## src/rtl/instr_fetch_unit_if.sv

```systemverilog
// Instruction-memory read port, decode-side valid/ready stream and redirect input
// bundled for the fetch unit. master = fetch unit, slave = memory/decode/branch side.
interface instr_fetch_unit_if #(
  parameter int DATA_WIDTH = 32,
  parameter int ADDR_WIDTH = 32
);
  logic [ADDR_WIDTH-1:0] instr_addr;
  logic [DATA_WIDTH-1:0] instr_data;
  logic                  redirect_valid;
  logic [ADDR_WIDTH-1:0] redirect_pc;
  logic                  out_valid;
  logic                  out_ready;
  logic [DATA_WIDTH-1:0] out_instr;
  logic [ADDR_WIDTH-1:0] out_pc;

  modport master (
    output instr_addr,
    input  instr_data,
    input  redirect_valid,
    input  redirect_pc,
    output out_valid,
    input  out_ready,
    output out_instr,
    output out_pc
  );

  modport slave (
    input  instr_addr,
    output instr_data,
    output redirect_valid,
    output redirect_pc,
    input  out_valid,
    output out_ready,
    input  out_instr,
    input  out_pc
  );
endinterface

```

## src/rtl/instr_fetch_unit.sv

```systemverilog
// Fetch unit: owns the fetch PC, captures same-cycle instruction data into an
// in-order {pc, instr} buffer and streams it to decode; redirect flushes and restarts.
module instr_fetch_unit #(
  parameter int                    DATA_WIDTH = 32,
  parameter int                    ADDR_WIDTH = 32,
  parameter logic [ADDR_WIDTH-1:0] RESET_PC   = '0,
  parameter int                    FIFO_DEPTH = 4
) (
  input logic                 clk,
  input logic                 rst,
  instr_fetch_unit_if.master  bus
);
  localparam int PTR_W = $clog2(FIFO_DEPTH);
  localparam int CNT_W = PTR_W + 1;
  localparam logic [CNT_W-1:0]      FULL_COUNT = CNT_W'(FIFO_DEPTH);
  localparam logic [ADDR_WIDTH-1:0] PC_STEP    = ADDR_WIDTH'(4);

  logic [ADDR_WIDTH-1:0] fetch_pc;
  logic [PTR_W-1:0]      wr_ptr;
  logic [PTR_W-1:0]      rd_ptr;
  logic [CNT_W-1:0]      count;

  logic [ADDR_WIDTH-1:0] pc_mem    [FIFO_DEPTH];
  logic [DATA_WIDTH-1:0] instr_mem [FIFO_DEPTH];

  logic not_empty;
  logic pop;
  logic push;

  assign not_empty = (count != '0);
  assign pop       = not_empty & bus.out_ready;
  // A full buffer still accepts a fetch when the head leaves in the same cycle.
  assign push      = ~bus.redirect_valid & ((count < FULL_COUNT) | pop);

  assign bus.instr_addr = fetch_pc;
  assign bus.out_valid  = not_empty;
  assign bus.out_instr  = not_empty ? instr_mem[rd_ptr] : '0;
  assign bus.out_pc     = not_empty ? pc_mem[rd_ptr]    : '0;

  // NOTE: sequential state uses non-blocking assignments so every register
  // samples pre-edge values, independent of statement order.
  always_ff @(posedge clk or posedge rst) begin
    if (rst) begin
      fetch_pc <= RESET_PC;
      wr_ptr   <= '0;
      rd_ptr   <= '0;
      count    <= '0;
    end else if (bus.redirect_valid) begin
      // Any pop in this cycle is dropped together with the rest of the buffer.
      fetch_pc <= {bus.redirect_pc[ADDR_WIDTH-1:2], 2'b00};
      wr_ptr   <= '0;
      rd_ptr   <= '0;
      count    <= '0;
    end else begin
      if (push) begin
        wr_ptr   <= wr_ptr + 1'b1;
        fetch_pc <= fetch_pc + PC_STEP;
      end
      if (pop) begin
        rd_ptr <= rd_ptr + 1'b1;
      end
      case ({push, pop})
        2'b10:   count <= count + 1'b1;
        2'b01:   count <= count - 1'b1;
        default: count <= count;
      endcase
    end
  end

  // NOTE: the storage array has no reset; count gates out_valid, so stale
  // contents are never observable and the array can map onto plain flops/RAM.
  always_ff @(posedge clk) begin
    if (push) begin
      pc_mem[wr_ptr]    <= fetch_pc;
      instr_mem[wr_ptr] <= bus.instr_data;
    end
  end
endmodule

```

## src/flat_wrapper.sv

```systemverilog
// flat-port wrapper written by rule: the top's interface ports become plain ports
module instr_fetch_unit_flat 
#(
  parameter int                    DATA_WIDTH = 32,
  parameter int                    ADDR_WIDTH = 32,
  parameter logic [ADDR_WIDTH-1:0] RESET_PC   = '0,
  parameter int                    FIFO_DEPTH = 4
)
  (clk, rst, bus_instr_addr, bus_instr_data, bus_redirect_valid, bus_redirect_pc, bus_out_valid, bus_out_ready, bus_out_instr, bus_out_pc);
  instr_fetch_unit_if #(.DATA_WIDTH(DATA_WIDTH), .ADDR_WIDTH(ADDR_WIDTH)) bus_i ();
  input logic clk;
  input logic rst;
  output wire logic [$bits(bus_i.instr_addr)-1:0] bus_instr_addr;
  input wire logic [$bits(bus_i.instr_data)-1:0] bus_instr_data;
  input wire logic [$bits(bus_i.redirect_valid)-1:0] bus_redirect_valid;
  input wire logic [$bits(bus_i.redirect_pc)-1:0] bus_redirect_pc;
  output wire logic [$bits(bus_i.out_valid)-1:0] bus_out_valid;
  input wire logic [$bits(bus_i.out_ready)-1:0] bus_out_ready;
  output wire logic [$bits(bus_i.out_instr)-1:0] bus_out_instr;
  output wire logic [$bits(bus_i.out_pc)-1:0] bus_out_pc;
  assign bus_instr_addr = bus_i.instr_addr;
  assign bus_i.instr_data = bus_instr_data;
  assign bus_i.redirect_valid = bus_redirect_valid;
  assign bus_i.redirect_pc = bus_redirect_pc;
  assign bus_out_valid = bus_i.out_valid;
  assign bus_i.out_ready = bus_out_ready;
  assign bus_out_instr = bus_i.out_instr;
  assign bus_out_pc = bus_i.out_pc;
  instr_fetch_unit #(.DATA_WIDTH(DATA_WIDTH), .ADDR_WIDTH(ADDR_WIDTH), .RESET_PC(RESET_PC), .FIFO_DEPTH(FIFO_DEPTH)) u_core (.clk(clk), .rst(rst), .bus(bus_i));
endmodule
```

## config.mk

```make
export PLATFORM = sky130hd
export DESIGN_NAME = instr_fetch_unit_flat
export DESIGN_NICKNAME = d
export VERILOG_FILES = /design/src/rtl/instr_fetch_unit_if.sv /design/src/rtl/instr_fetch_unit.sv /design/src/flat_wrapper.sv
export SDC_FILE = /design/constraint.sdc
export NUM_CORES = 1
export LEC_CHECK = 0
export CORE_UTILIZATION = 49
export CTS_CLUSTER_SIZE = 10
export DETAILED_ROUTE_END_ITERATION = 10
export PLACE_DENSITY = 0.76
export SLEW_MARGIN = 40
export SYNTH_ARGS = -nofsm -noshare
export SYNTH_HDL_FRONTEND = slang
export SYNTH_SLANG_ARGS = --single-unit
```

## constraint.sdc

```tcl
create_clock -name clk -period 2.85 [get_ports clk]
set_clock_uncertainty 0.2 [all_clocks]
set_input_delay 0.4275 -clock clk [delete_from_list [all_inputs] [get_ports clk]]
set_output_delay 0.4275 -clock clk [all_outputs]
set_load 0.005 [all_outputs]
```

**Word-level counts from Yosys, hierarchy flattened**

Memory sizes are Yosys's and may differ from the RTL's.
Index checks and enable logic that the tools add are counted.

- Equality and inequality tests: 2
- Reductions and logical operators: 4
- $lt $le $gt $ge: 1
- Bitwise operators: 4
- $add $sub $neg: 5
- Mux-type cells: 12

Operator list:

| cell | number |
|---|---|
| 32-bit two-way mux | 4 |
| 32-bit by 3-bit adder with 32-bit output, second input constant | 1 |
| 2-bit two-way mux | 4 |
| 3-bit one-hot mux with 2 select lines | 1 |
| 3-bit nonzero test | 2 |
| 2-bit by 1-bit adder with 2-bit output, second input constant | 2 |
| 2-bit nonzero test | 2 |
| 3-bit by 1-bit adder with 3-bit output, second input constant | 1 |
| 3-bit less-than comparator, second input constant | 1 |
| 3-bit two-way mux | 1 |
| 3-bit by 1-bit subtractor with 3-bit output, second input constant | 1 |
| 1-bit AND | 2 |
| 2-bit by 1-bit == test with 1-bit output, second input constant | 1 |
| 2-bit == test, second input constant | 1 |
| 1-bit two-way mux | 2 |
| 1-bit NOT | 1 |
| 1-bit OR | 1 |

- Memories: 2
- Memory bits (writable): 256
- Logic and storage cells: 34
- Register bits after elaboration: 39
- Input port bits: 68
- Output and inout port bits: 97

Memories:

| memory | words | bits a word | rd ports | clocked after Yosys merged registers in | wr ports | RTL line | RTL |
|---|---|---|---|---|---|---|---|
| u_core.instr_mem | 4 | 32 | 1 | 0 | 1 | instr_fetch_unit.sv:24 | `logic [DATA_WIDTH-1:0] instr_mem [FIFO_DEPTH];` |
| u_core.pc_mem | 4 | 32 | 1 | 0 | 1 | instr_fetch_unit.sv:23 | `logic [ADDR_WIDTH-1:0] pc_mem [FIFO_DEPTH];` |

**Logic depth before layout (Yosys ltp)**

- Depth in word-level cells: 7
- Mapped depth: 7
- Depth with buffers taken out: 6

**Worst setup path after synthesis**

No wires, ideal clock.

- Kind: input-to-reg
- Start: input port bus_redirect_valid
- End: memory u_core.instr_mem[2][0] (enable)
- Path buffers: 2
- Slack: -0.351 ns
- Setup time: 0.427 ns
- Cell stages on the path: 4
- Data required time: 2.223 ns
- Data arrival time: 2.574 ns
- Cells stage by stage: clkbuf_1 -> inv_1 -> clkbuf_1 -> and3_1

- Word-level cells in the longest chain between the ends: 4

Ends and longest elaborated chain:

| what | RTL line | RTL |
|---|---|---|
| from (decl) | flat_wrapper.sv:15 | `input wire logic [$bits(bus_i.redirect_valid)-1:0] bus_redirect_valid;` |
| 1-bit NOT | instr_fetch_unit.sv:33 | `assign push = ~bus.redirect_valid & ((count < FULL_COUNT) \| pop);` |
| 1-bit AND | instr_fetch_unit.sv:33 |  |
| 1-bit two-way mux | instr_fetch_unit.sv:73 | `if (push) begin` |
| 1-bit two-way mux (implied by the code) | instr_fetch_unit.sv:75 | `instr_mem[wr_ptr] <= bus.instr_data;` |
| to (decl) | instr_fetch_unit.sv:24 |  |

Every way passes these cells.

**Worst setup path after layout**

- Start: register u_core.rd_ptr[0]
- End: output port bus_out_instr[10]

- Word-level cells in the longest chain between the ends: 2

Ends and longest elaborated chain:

| what | RTL line | RTL |
|---|---|---|
| from (decl) | instr_fetch_unit.sv:20 | `logic [PTR_W-1:0] rd_ptr;` |
| from (signal assigned) | instr_fetch_unit.sv:60 | `rd_ptr <= rd_ptr + 1'b1;` |
| memory read 4 x 32 bit | -- |  |
| 32-bit two-way mux | instr_fetch_unit.sv:37 | `assign bus.out_instr = not_empty ? instr_mem[rd_ptr] : '0;` |
| to (decl) | flat_wrapper.sv:19 | `output wire logic [$bits(bus_i.out_instr)-1:0] bus_out_instr;` |

Every way passes these cells.

==> reports/qor.csv <==
metric;value;unit
clkLatencyLatePin;490;ps
synthFlopType;edfxtp_1;
outcome;completed;
fin_crit;2830;ps
die_y;156;um
drt-initial-drc-count;495;
ant_nets;0;
die_area;24500;um2
worstMarginPinSlew;603;ps
clock-root-buffer;clkbuf_16;
cts-buffers-inserted;35;
layout_commonest_cell;edfxtp_1;
vias_per_cell;5.64;
grt_pass1_wl;39100;um
ys_seq_elements;285;
antenna_cells;0;
min_path_type;input port to asynchronous set/reset pin;
final_cell_mix;edfxtp_1 (248), clkdlybuf4s50_1 (95), mux4_2 (62), and2_1 (41), clkbuf_16 (37);
crit_top_cell;buf_12;
vias;6876;
grt-ovfl-total;0;
holdWs;107;ps
crit_slowest_cell;dfrtp_4;
place.gp.congestion;0.824;
nets;959;
initial_utilization;0.499;
wl_per_cell;20.7;um
ios;165;
hpwl;15500;um
cts.clk_slew.worst_paths;50;ps
leakagePower;5.29;nW
setup_viol;0;
die_w;156;um
setup_tns;0;ps
clk_path_buf_depth;3;
drv_cap;0;
synth-seq-area-share;0.717;
irDropWorstVdd;509;uV
maxSlewViolCount;0;
remaining_drc_errors;0;
grt_max_degree;65;
wl;25200;um
power_density;843;nW/um2
io_buffer_count;158;
avgSynthCellArea;17.3;um2
crit_type;flip-flop to primary output;
finalCritPeriodShare;0.991;
antenna_found_initial;0;
netlist_area;11700;um2
hold_viol_final;0;
netlist_instances;674;
cp_cell_sequence;buf_12, buf_12, buf_4, buf_6, mux4_2, and2_1, clkbuf_2;
cp_slowest_stage_delay;500;ps
synthArstFlopShare;0.130;
htreeDepth;2;
slew_headroom;0.598;
startpoint_type;flip-flop;
arrival;2200;ps
endpoint_kind;primary output;
worstPathRequired;2220;ps
drive_gt1_frac;0.249;
drt_pass1_iterations;5;
synth_edf_count;248;
yosysWarnings;0;
cts_tree;yes;
track_usage;0.214;
cp_max_fo;5;
rsz0062_at_grt;true;
max_freq;354;MHz
grt_pass1_vias;6818;
rows;56;
core_area;23400;um2
synth_cell_type_count;44;
area_growth;29.3;%
clkSinkCount;285;
cts_hold_buffers;0;
## worst paths after layout
| kind | from | endpoint | slack, ps | cells past startpoint |
|---|---|---|---|---|
| setup reg to reg | u_core.count[1] | u_core.count[1] | 460 | 7 |
| max in group asynchronous | rst | u_core.bus.instr_addr[13] | 1710 | 3 |
| hold reg to reg | u_core.wr_ptr[1] | u_core.wr_ptr[1] | 400 | 2 |
| hold / removal | rst | u_core.bus.instr_addr[11] | 110 | 2 |
| setup / recovery | u_core.rd_ptr[0] | bus_out_instr[10] | 20 | 7 |
| min in group clk | bus_redirect_valid | u_core.wr_ptr[0] | 240 | 3 |
## kinds of logic after synthesis
family / count (synthesis) / share of synthesized area
compound gates: 56 / 0.0311
buf+inv: 53 / 0.0197
xor+xnor: 11 / 0.00825
flops: 285 / 0.717
other cells: 1 / 0.000321
fa+ha+maj: 6 / 0.00707
mux: 64 / 0.121
simple gates: 198 / 0.0951
## final cells by class
cell class / instances / area, um2
multi-input cells: 339 / 3170
repair buffers: 218 / 2140
flip-flops and latches: 285 / 8380
inverters: 6 / 22.5
fillers: 1689 / 8300
clock inverters: 3 / 17.5
well taps: 319 / 399
clock buffers: 49 / 971
## where the power goes
| group | switching, mW | internal [mW] |
|---|---|---|
| Combinational | 1.55 | 2.05 |
| Sequential | 0.206 | 5.07 |
| Clock | 1.51 | 2.34 |
## synth_stat cells, drive strengths merged (4+ instances only)
library cell,instances,share of area
nand3,23,0.0099
o31ai,9,0.0058
inv,6,0.0019
and3,8,0.0043
xor2,5,0.0037
nand2,31,0.010
or3,5,0.0027
a21oi,9,0.0039
nor3,4,0.0017
o211ai,5,0.0032
or4,8,0.0051
and2,64,0.034
mux4,62,0.12
xnor2,6,0.0045
o21ai,15,0.0064
nor2b,9,0.0048
nor4,6,0.0032
edfxtp,248,0.64
clkbuf,32,0.010
ha,5,0.0054
a22oi,4,0.0026
dfrtp,37,0.079
nor2,16,0.0051
a31oi,5,0.0027
nand4,15,0.0080
buf,15,0.0075
## per-stage QoR
step                 util  instance area (um2)  cells  worst slack [ps]  total power [mW]
floorplan               -                11700    677               322              7.00
global placement    0.600                14000   1155               125              8.86
detailed placement  0.600                14000   1155               140              8.94
CTS                 0.650                15200   1220             -78.5              13.0
global route        0.645                15100   1219             -30.8              13.3
finish              0.645                15100   1219              24.8              12.7
## registers in the layout, summed over array words and instances (netlist names)
| register | flops |
|---|---|
| u_core.pc_mem | 120 |
| u_core.rd_ptr | 2 |
| u_core.count | 3 |
| u_core.instr_mem | 128 |
| u_core.bus.instr_addr | 30 |
| u_core.wr_ptr | 2 |
## routing by layer
layer	vias to the layer above	track usage	wire [um]
met5	-	0	0
met4	0	0.0537	380
met3	39	0.0421	1770
met2	286	0.350	12400
met1	3477	0.295	10700
li1	3074	-	-
## critical path: cells and delay by family (launching register included)
kind	cells	cell delay, ps
mux	1	400
simple gates	1	160
flops	1	500
buf+inv	5	640
## what timing repair did
item                       in CTS  in global routing
gates resized for setup       125                 43
setup buffers                  11                  1
pin swaps                      10                  2
setup endpoints to repair      62                 52
cloned                          3                  0
No activity file was read; power rests on OpenSTA's default activity.
